<file path="config.mk">
export PLATFORM = sky130hd
export DESIGN_NAME = text_tile_fetch_flat
export DESIGN_NICKNAME = d
export VERILOG_FILES = /design/src/rtl/text_tile_fetch_if.sv /design/src/rtl/text_tile_fetch.sv /design/src/flat_wrapper.sv
export SDC_FILE = /design/constraint.sdc
export NUM_CORES = 1
export LEC_CHECK = 0
export ABC_AREA = 1
export BUFFER_PORTS_ARGS = -buffer_cell sky130_fd_sc_hd__buf_2
export CELL_PAD_IN_SITES_DETAIL_PLACEMENT = 2
export CELL_PAD_IN_SITES_GLOBAL_PLACEMENT = 2
export CORE_ASPECT_RATIO = 2
export CORE_MARGIN = 3
export CORE_UTILIZATION = 37
export CTS_CLUSTER_SIZE = 24
export DETAILED_ROUTE_END_ITERATION = 12
export PLACE_DENSITY_LB_ADDON = 0.1
export SLEW_MARGIN = 5
export SYNTH_ARGS = -nofsm -noshare
export SYNTH_HDL_FRONTEND = slang
export SYNTH_SLANG_ARGS = --single-unit
export TNS_END_PERCENT = 100
</file>
<file path="constraint.sdc">
create_clock -name clk -period 2.39 [get_ports clk]
set_input_delay 0.478 -clock clk [delete_from_list [all_inputs] [get_ports clk]]
set_output_delay 0.478 -clock clk [all_outputs]
set_load 0.02 [all_outputs]
</file>
<file path="src/rtl/text_tile_fetch_if.sv">
// Raster-side and video-memory-side signals of the text tile fetcher.
interface text_tile_fetch_if;
   logic [9:0]  x;
   logic [9:0]  y;
   logic        de;
   logic        hsync_in;
   logic        vsync_in;
   logic [14:0] mem_addr;
   logic [7:0]  mem_data;
   logic        pixel_on;
   logic        de_out;
   logic        hsync_out;
   logic        vsync_out;

   modport master (
      output x, y, de, hsync_in, vsync_in, mem_data,
      input  mem_addr, pixel_on, de_out, hsync_out, vsync_out
   );

   modport slave (
      input  x, y, de, hsync_in, vsync_in, mem_data,
      output mem_addr, pixel_on, de_out, hsync_out, vsync_out
   );
endinterface

</file>
<file path="src/rtl/text_tile_fetch.sv">
// Text-mode tile fetcher: char map -> font row -> 1-bit pixel stream,
// with timing re-aligned to a fixed 8-cycle latency.
module text_tile_fetch #(
   parameter logic [14:0] MAP_BASE  = 15'h0000,
   parameter logic [14:0] FONT_BASE = 15'h1400
) (
   input logic            clk,
   input logic            rst_n,
   text_tile_fetch_if.slave bus
);

   typedef enum logic [2:0] {
      IDLE,
      CHAR_WAIT,
      CHAR_CAP,
      FONT_WAIT,
      FONT_CAP
   } state_e;

   state_e      state_q, state_d;
   logic [14:0] addr_q, addr_d;
   logic [2:0]  row_q, row_d;
   logic        inv_q, inv_d;
   logic        valid_q, valid_d;
   logic [7:0]  pend_q, pend_d;
   logic [7:0]  shift_q, shift_d;
   logic        pix_q, pix_d;
   logic [7:0]  de_sr_q, hs_sr_q, vs_sr_q;
   logic        de_out_q, hs_out_q, vs_out_q;

   logic        tile_edge;
   logic        in_range;
   logic        start;
   logic [14:0] line_w;
   logic [14:0] char_addr;
   logic [14:0] font_addr;

   assign tile_edge = (bus.x[2:0] == 3'd0);
   assign in_range  = (bus.x < 10'd640) && (bus.y < 10'd480);
   assign start     = bus.de && tile_edge && in_range;

   // line*80 as two shifts; everything wraps at 15 bits
   assign line_w    = {9'd0, bus.y[8:3]};
   assign char_addr = MAP_BASE + (line_w << 6) + (line_w << 4)
                    + {8'd0, bus.x[9:3]};
   assign font_addr = FONT_BASE + {5'd0, bus.mem_data[6:0], row_q};

   always_comb begin
      state_d = state_q;
      addr_d  = addr_q;
      row_d   = row_q;
      inv_d   = inv_q;
      pend_d  = pend_q;
      valid_d = valid_q;
      shift_d = {shift_q[6:0], 1'b0};
      pix_d   = shift_q[6];

      unique case (state_q)
         IDLE: begin
            if (start) begin
               row_d   = bus.y[2:0];
               addr_d  = char_addr;
               state_d = CHAR_WAIT;
            end
         end
         CHAR_WAIT: state_d = CHAR_CAP;
         CHAR_CAP: begin
            inv_d   = bus.mem_data[7];
            addr_d  = font_addr;
            state_d = FONT_WAIT;
         end
         FONT_WAIT: state_d = FONT_CAP;
         FONT_CAP: begin
            pend_d  = bus.mem_data;
            state_d = IDLE;
         end
         default: state_d = IDLE;
      endcase

      // tile boundary: hand the completed fetch to the serialiser
      if (tile_edge) begin
         shift_d = valid_q ? (pend_q ^ {8{inv_q}}) : 8'h00;
         pix_d   = shift_d[7];
         valid_d = 1'b0;
      end
      if (state_q == FONT_CAP) valid_d = 1'b1;
   end

   always_ff @(posedge clk or negedge rst_n) begin
      if (!rst_n) begin
         state_q  <= IDLE;
         addr_q   <= '0;
         row_q    <= '0;
         inv_q    <= 1'b0;
         valid_q  <= 1'b0;
         pend_q   <= '0;
         shift_q  <= '0;
         pix_q    <= 1'b0;
         de_sr_q  <= '0;
         hs_sr_q  <= '1;
         vs_sr_q  <= '1;
         de_out_q <= 1'b0;
         hs_out_q <= 1'b1;
         vs_out_q <= 1'b1;
      end else begin
         state_q  <= state_d;
         addr_q   <= addr_d;
         row_q    <= row_d;
         inv_q    <= inv_d;
         valid_q  <= valid_d;
         pend_q   <= pend_d;
         shift_q  <= shift_d;
         pix_q    <= pix_d;
         de_sr_q  <= {de_sr_q[6:0], bus.de};
         hs_sr_q  <= {hs_sr_q[6:0], bus.hsync_in};
         vs_sr_q  <= {vs_sr_q[6:0], bus.vsync_in};
         de_out_q <= de_sr_q[7];
         hs_out_q <= hs_sr_q[7];
         vs_out_q <= vs_sr_q[7];
      end
   end

   assign bus.mem_addr  = addr_q;
   assign bus.pixel_on  = pix_q;
   assign bus.de_out    = de_out_q;
   assign bus.hsync_out = hs_out_q;
   assign bus.vsync_out = vs_out_q;

endmodule

</file>
<file path="src/flat_wrapper.sv">
// flat-port wrapper written by rule: the top's interface ports become plain ports
module text_tile_fetch_flat 
#(
   parameter logic [14:0] MAP_BASE  = 15'h0000,
   parameter logic [14:0] FONT_BASE = 15'h1400
)
  (clk, rst_n, bus_x, bus_y, bus_de, bus_hsync_in, bus_vsync_in, bus_mem_data, bus_mem_addr, bus_pixel_on, bus_de_out, bus_hsync_out, bus_vsync_out);
  text_tile_fetch_if bus_i ();
  input logic clk;
  input logic rst_n;
  input wire logic [$bits(bus_i.x)-1:0] bus_x;
  input wire logic [$bits(bus_i.y)-1:0] bus_y;
  input wire logic [$bits(bus_i.de)-1:0] bus_de;
  input wire logic [$bits(bus_i.hsync_in)-1:0] bus_hsync_in;
  input wire logic [$bits(bus_i.vsync_in)-1:0] bus_vsync_in;
  input wire logic [$bits(bus_i.mem_data)-1:0] bus_mem_data;
  output wire logic [$bits(bus_i.mem_addr)-1:0] bus_mem_addr;
  output wire logic [$bits(bus_i.pixel_on)-1:0] bus_pixel_on;
  output wire logic [$bits(bus_i.de_out)-1:0] bus_de_out;
  output wire logic [$bits(bus_i.hsync_out)-1:0] bus_hsync_out;
  output wire logic [$bits(bus_i.vsync_out)-1:0] bus_vsync_out;
  assign bus_i.x = bus_x;
  assign bus_i.y = bus_y;
  assign bus_i.de = bus_de;
  assign bus_i.hsync_in = bus_hsync_in;
  assign bus_i.vsync_in = bus_vsync_in;
  assign bus_i.mem_data = bus_mem_data;
  assign bus_mem_addr = bus_i.mem_addr;
  assign bus_pixel_on = bus_i.pixel_on;
  assign bus_de_out = bus_i.de_out;
  assign bus_hsync_out = bus_i.hsync_out;
  assign bus_vsync_out = bus_i.vsync_out;
  text_tile_fetch #(.MAP_BASE(MAP_BASE), .FONT_BASE(FONT_BASE)) u_core (.clk(clk), .rst_n(rst_n), .bus(bus_i));
endmodule
</file>
==> impl_metrics.env <==
export IMPL_result_of_the_run="complete, no violations"
export IMPL_dieHeight_um=129
export IMPL_htreeDepth=3
export IMPL_ir_worst_vdd_v=0.000428
export IMPL_critical_path_peak_fanout=5
export IMPL_numCtsBuffers=9
export IMPL_clk_root_buffer_cell="clkbuf_16"
export IMPL_vias_in_the_first_global_route=2443
export IMPL_grt_setup_unrepaired="no"
export IMPL_routed_via_count=2064
export IMPL_antenna_diode_count=0
export IMPL_post_route_worst_setup_slack_ns=0.529
export IMPL_place_worst_setup_slack_ns=0.166
export IMPL_p_int_mw=2.62
export IMPL_area_sequential_sq_um=1650
export IMPL_multi_input_comb_area_sq_um=1040
export IMPL_rrSetupSlack_ns=0.73
export IMPL_power_share_clock=0.329
export IMPL_post_layout_total_power_mw=3.92
export IMPL_arrival_time_worst_endpoint_ns=2.09
export IMPL_cellLeakagePower_nw=1.71
export IMPL_cts_resized=0
export IMPL_finalSetupTns_ns=0
export IMPL_worstPathCellList="buf_2, ha_1, fa_1, nand3b_1, nand2_1, nand2_1, inv_1, nand2_1, nand2_1, nand3_1, nand2_1, inv_1"
export IMPL_cts_tree="yes"
export IMPL_setup_viol=0
export IMPL_number_of_antenna_violations_at_the_first_check_in_global_routing=0
export IMPL_start_util=0.384
export IMPL_route_detailed_drc=0
export IMPL_timing_setup_critical_path_class="in -> reg"
export IMPL_drt_pre_antenna_iters=4
export IMPL_sequential_power_share=0.403
export IMPL_syn_inst=268
export IMPL_reg2regPathDepth=7
export IMPL_finalCritPeriodShare=0.779
export IMPL_hold_buffers=0
export IMPL_register_bit_total_from_synthesis=65
export IMPL_drt_iter0_drc=84
export IMPL_final_hold_violation_count=0
export IMPL_crit_slowest_cell="fa_1"
export IMPL_end_kind="flip-flop"
export IMPL_drt_wirelength_per_cell_um=17.7
export IMPL_path_type_of_the_worst_min_delay_path="in -> async"
export IMPL_maximum_clock_path_buffer_count=2
export IMPL_postSynthNetCount=310
export IMPL_power_density_nw_per_um2=1130
export IMPL_grt_start_max_net_pins=66
export IMPL_maxCapViolCount=0
export IMPL_timing_final_max_slew_violations=0
export IMPL_die_w_um=67.6
export IMPL_drive_gt1_frac=0.330
export IMPL_max_freq_ghz=0.537
export IMPL_netSwitchingFraction=0.332
export IMPL_grt_pass1_wl_mm=12.6
export IMPL_synth_area_per_cell_sq_um=10.5
export IMPL_cp_slowest_stage_delay_ns=0.58
export IMPL_period_minus_slack_ns=1.86
export IMPL_cts_setup_buffers=0
export IMPL_crit_path_start_kind="input pin"
export IMPL_fin_util=0.472
export IMPL_global_route_overflow_total=0
export IMPL_design_core_area_sq_um=7320
export IMPL_sink_count_of_the_clock_tree=65
export IMPL_drtAntennaViolNets=0
export IMPL_synth_warnings=0
export IMPL_worst_r2r_endpoint="u_core.bus.mem_addr[7]"
export IMPL_comb_power_share=0.268
export IMPL_path_clk_slew_ns=0.05
export IMPL_grt_use_total=0.202
export IMPL_part_of_the_yosys_area_used_for_sequential_elements=0.587
export IMPL_finalClockSkew_ns=0.00608
export IMPL_critPathRequiredTime_ns=2.61
export IMPL_globalplace_congestion=0.708
export IMPL_vias_per_cell=4.89
export IMPL_area_growth_pct=23.1
export IMPL_num_nets_final=367
export IMPL_post_dp_hpwl_mm=5.58
export IMPL_postRouteWirelength_mm=7.47
export IMPL_crit_path_top_cell_by_count="nand2_1"
export IMPL_post_synth_num_cell_types=33
export IMPL_post_synth_instance_area_sq_um=2810
export IMPL_ioPinCount=52
export IMPL_r2r_start="u_core.state_q[2]"
export IMPL_p_sw_mw=1.30
export IMPL_floorplan_die_area_sq_um=8740
export IMPL_port_buffers=50
export IMPL_worst_skew_pair_late_latency_ns=0.33
export IMPL_nFillCells=777
export IMPL_fp_row_count=44
[cells in the final DEF, fill, tap and decap left out, types with 4 or more instances in the layout]
cell,n
inv_1,20
nand3_1,20
a21oi_1,4
clkbuf_16,11
nand2_2,7
dfrtp_1,47
buf_2,50
xnor2_1,10
ha_1,7
nor2_1,14
nand2_1,70
dfstp_2,18
o21ai_0,10
a22oi_1,6
mux2_2,7
[cell families after synthesis]
| logic type | after synthesis | synth area share |
|---|---|---|
| other cells | 1 | 0.00133 |
| compound gates | 21 | 0.0436 |
| fa+ha+maj | 9 | 0.0454 |
| xor+xnor | 11 | 0.0343 |
| flops | 65 | 0.587 |
| buf+inv | 27 | 0.0436 |
| simple gates | 127 | 0.217 |
| mux | 7 | 0.0281 |
[synthesized netlist by cell type, drive strengths merged]
cell / count / share of area
buf: 4 / 0.012
nand2: 79 / 0.12
mux2: 7 / 0.028
nor3: 1 / 0.0058
a22oi: 6 / 0.016
nand3: 24 / 0.053
nor2: 17 / 0.027
xor2: 1 / 0.0031
clkinv: 1 / 0.0013
o21a: 1 / 0.0027
nand3b: 1 / 0.0027
ha: 7 / 0.031
conb: 1 / 0.0013
dfstp: 18 / 0.17
nand4: 3 / 0.0067
clkbuf: 1 / 0.0018
inv: 21 / 0.028
o21ai: 10 / 0.018
dfrtp: 47 / 0.42
nor3b: 1 / 0.0027
a21oi: 4 / 0.0071
fa: 2 / 0.014
xnor2: 10 / 0.031
or2: 1 / 0.0022
[how the worst max path moves through the flow]
stage / startpoint / end / slack [ns] / cells after the start
global placement: bus_y[3] / u_core.bus.mem_addr[10] / 0.24 / 12
finish: bus_y[3] / u_core.bus.mem_addr[10] / 0.53 / 12
CTS: bus_y[3] / u_core.bus.mem_addr[10] / 0.51 / 12
floorplan: bus_y[3] / u_core.bus.mem_addr[10] / 0.49 / 11
detailed placement: bus_y[3] / u_core.bus.mem_addr[10] / 0.17 / 12
global route: bus_y[3] / u_core.bus.mem_addr[10] / 0.34 / 12
[sequential cells by signal, summed over array words and instances, names as in the netlist]
signal / count
u_core.bus.de_out: 1
u_core.bus.hsync_out: 1
u_core.bus.mem_addr: 14
u_core.bus.pixel_on: 1
u_core.bus.vsync_out: 1
u_core.de_sr_q: 8
u_core.hs_sr_q: 8
u_core.inv_q: 1
u_core.pend_q: 8
u_core.row_q: 3
u_core.shift_q: 7
u_core.state_q: 3
u_core.valid_q: 1
u_core.vs_sr_q: 8
[cell type report]
| cell class | instances | share of cell area |
|---|---|---|
| clock buffer | 13 | 0.0817 |
| multi-input combinational | 176 | 0.300 |
| tap | 92 | 0.0333 |
| clock inverter | 3 | 0.00615 |
| inverter | 22 | 0.0239 |
| sequential | 65 | 0.477 |
| timing repair buffer | 51 | 0.0781 |
[per-stage QoR]
step	instances	area [sq um]	hold WS, ns
5_1_grt	422	3460	0.186
3_3_place_gp	406	3160	0.338
6_report	422	3460	0.162
2_1_floorplan	268	2810	0.182
4_1_cts	422	3460	0.166
3_5_place_dp	406	3160	0.338
[worst max-delay path, delay by kind of cell]
family / cells / cell delay, ns
adder cells (fa/ha/maj): 2 / 0.81
AND/OR/NAND/NOR: 7 / 0.54
buffers and inverters: 3 / 0.24
[layer usage]
layer | wire, um | global-route usage | up-vias
li1 | - | - | 973
met5 | 0 | 0 | -
met3 | 191 | 0.0330 | 12
met1 | 2490 | 0.195 | 1044
met4 | 195 | 0.0981 | 0
met2 | 4590 | 0.389 | 35
[power by group through the flow]
stage               Combinational (mW)  Sequential (mW)  Clock, mW
floorplan                        0.666             1.63          0
global placement                  1.00             1.57          0
detailed placement                1.05             1.59          0
CTS                               1.09             1.58       1.33
global route                      1.21             1.61       1.37
finish                            1.05             1.58       1.29
Power figures use the tool's default switching activity.
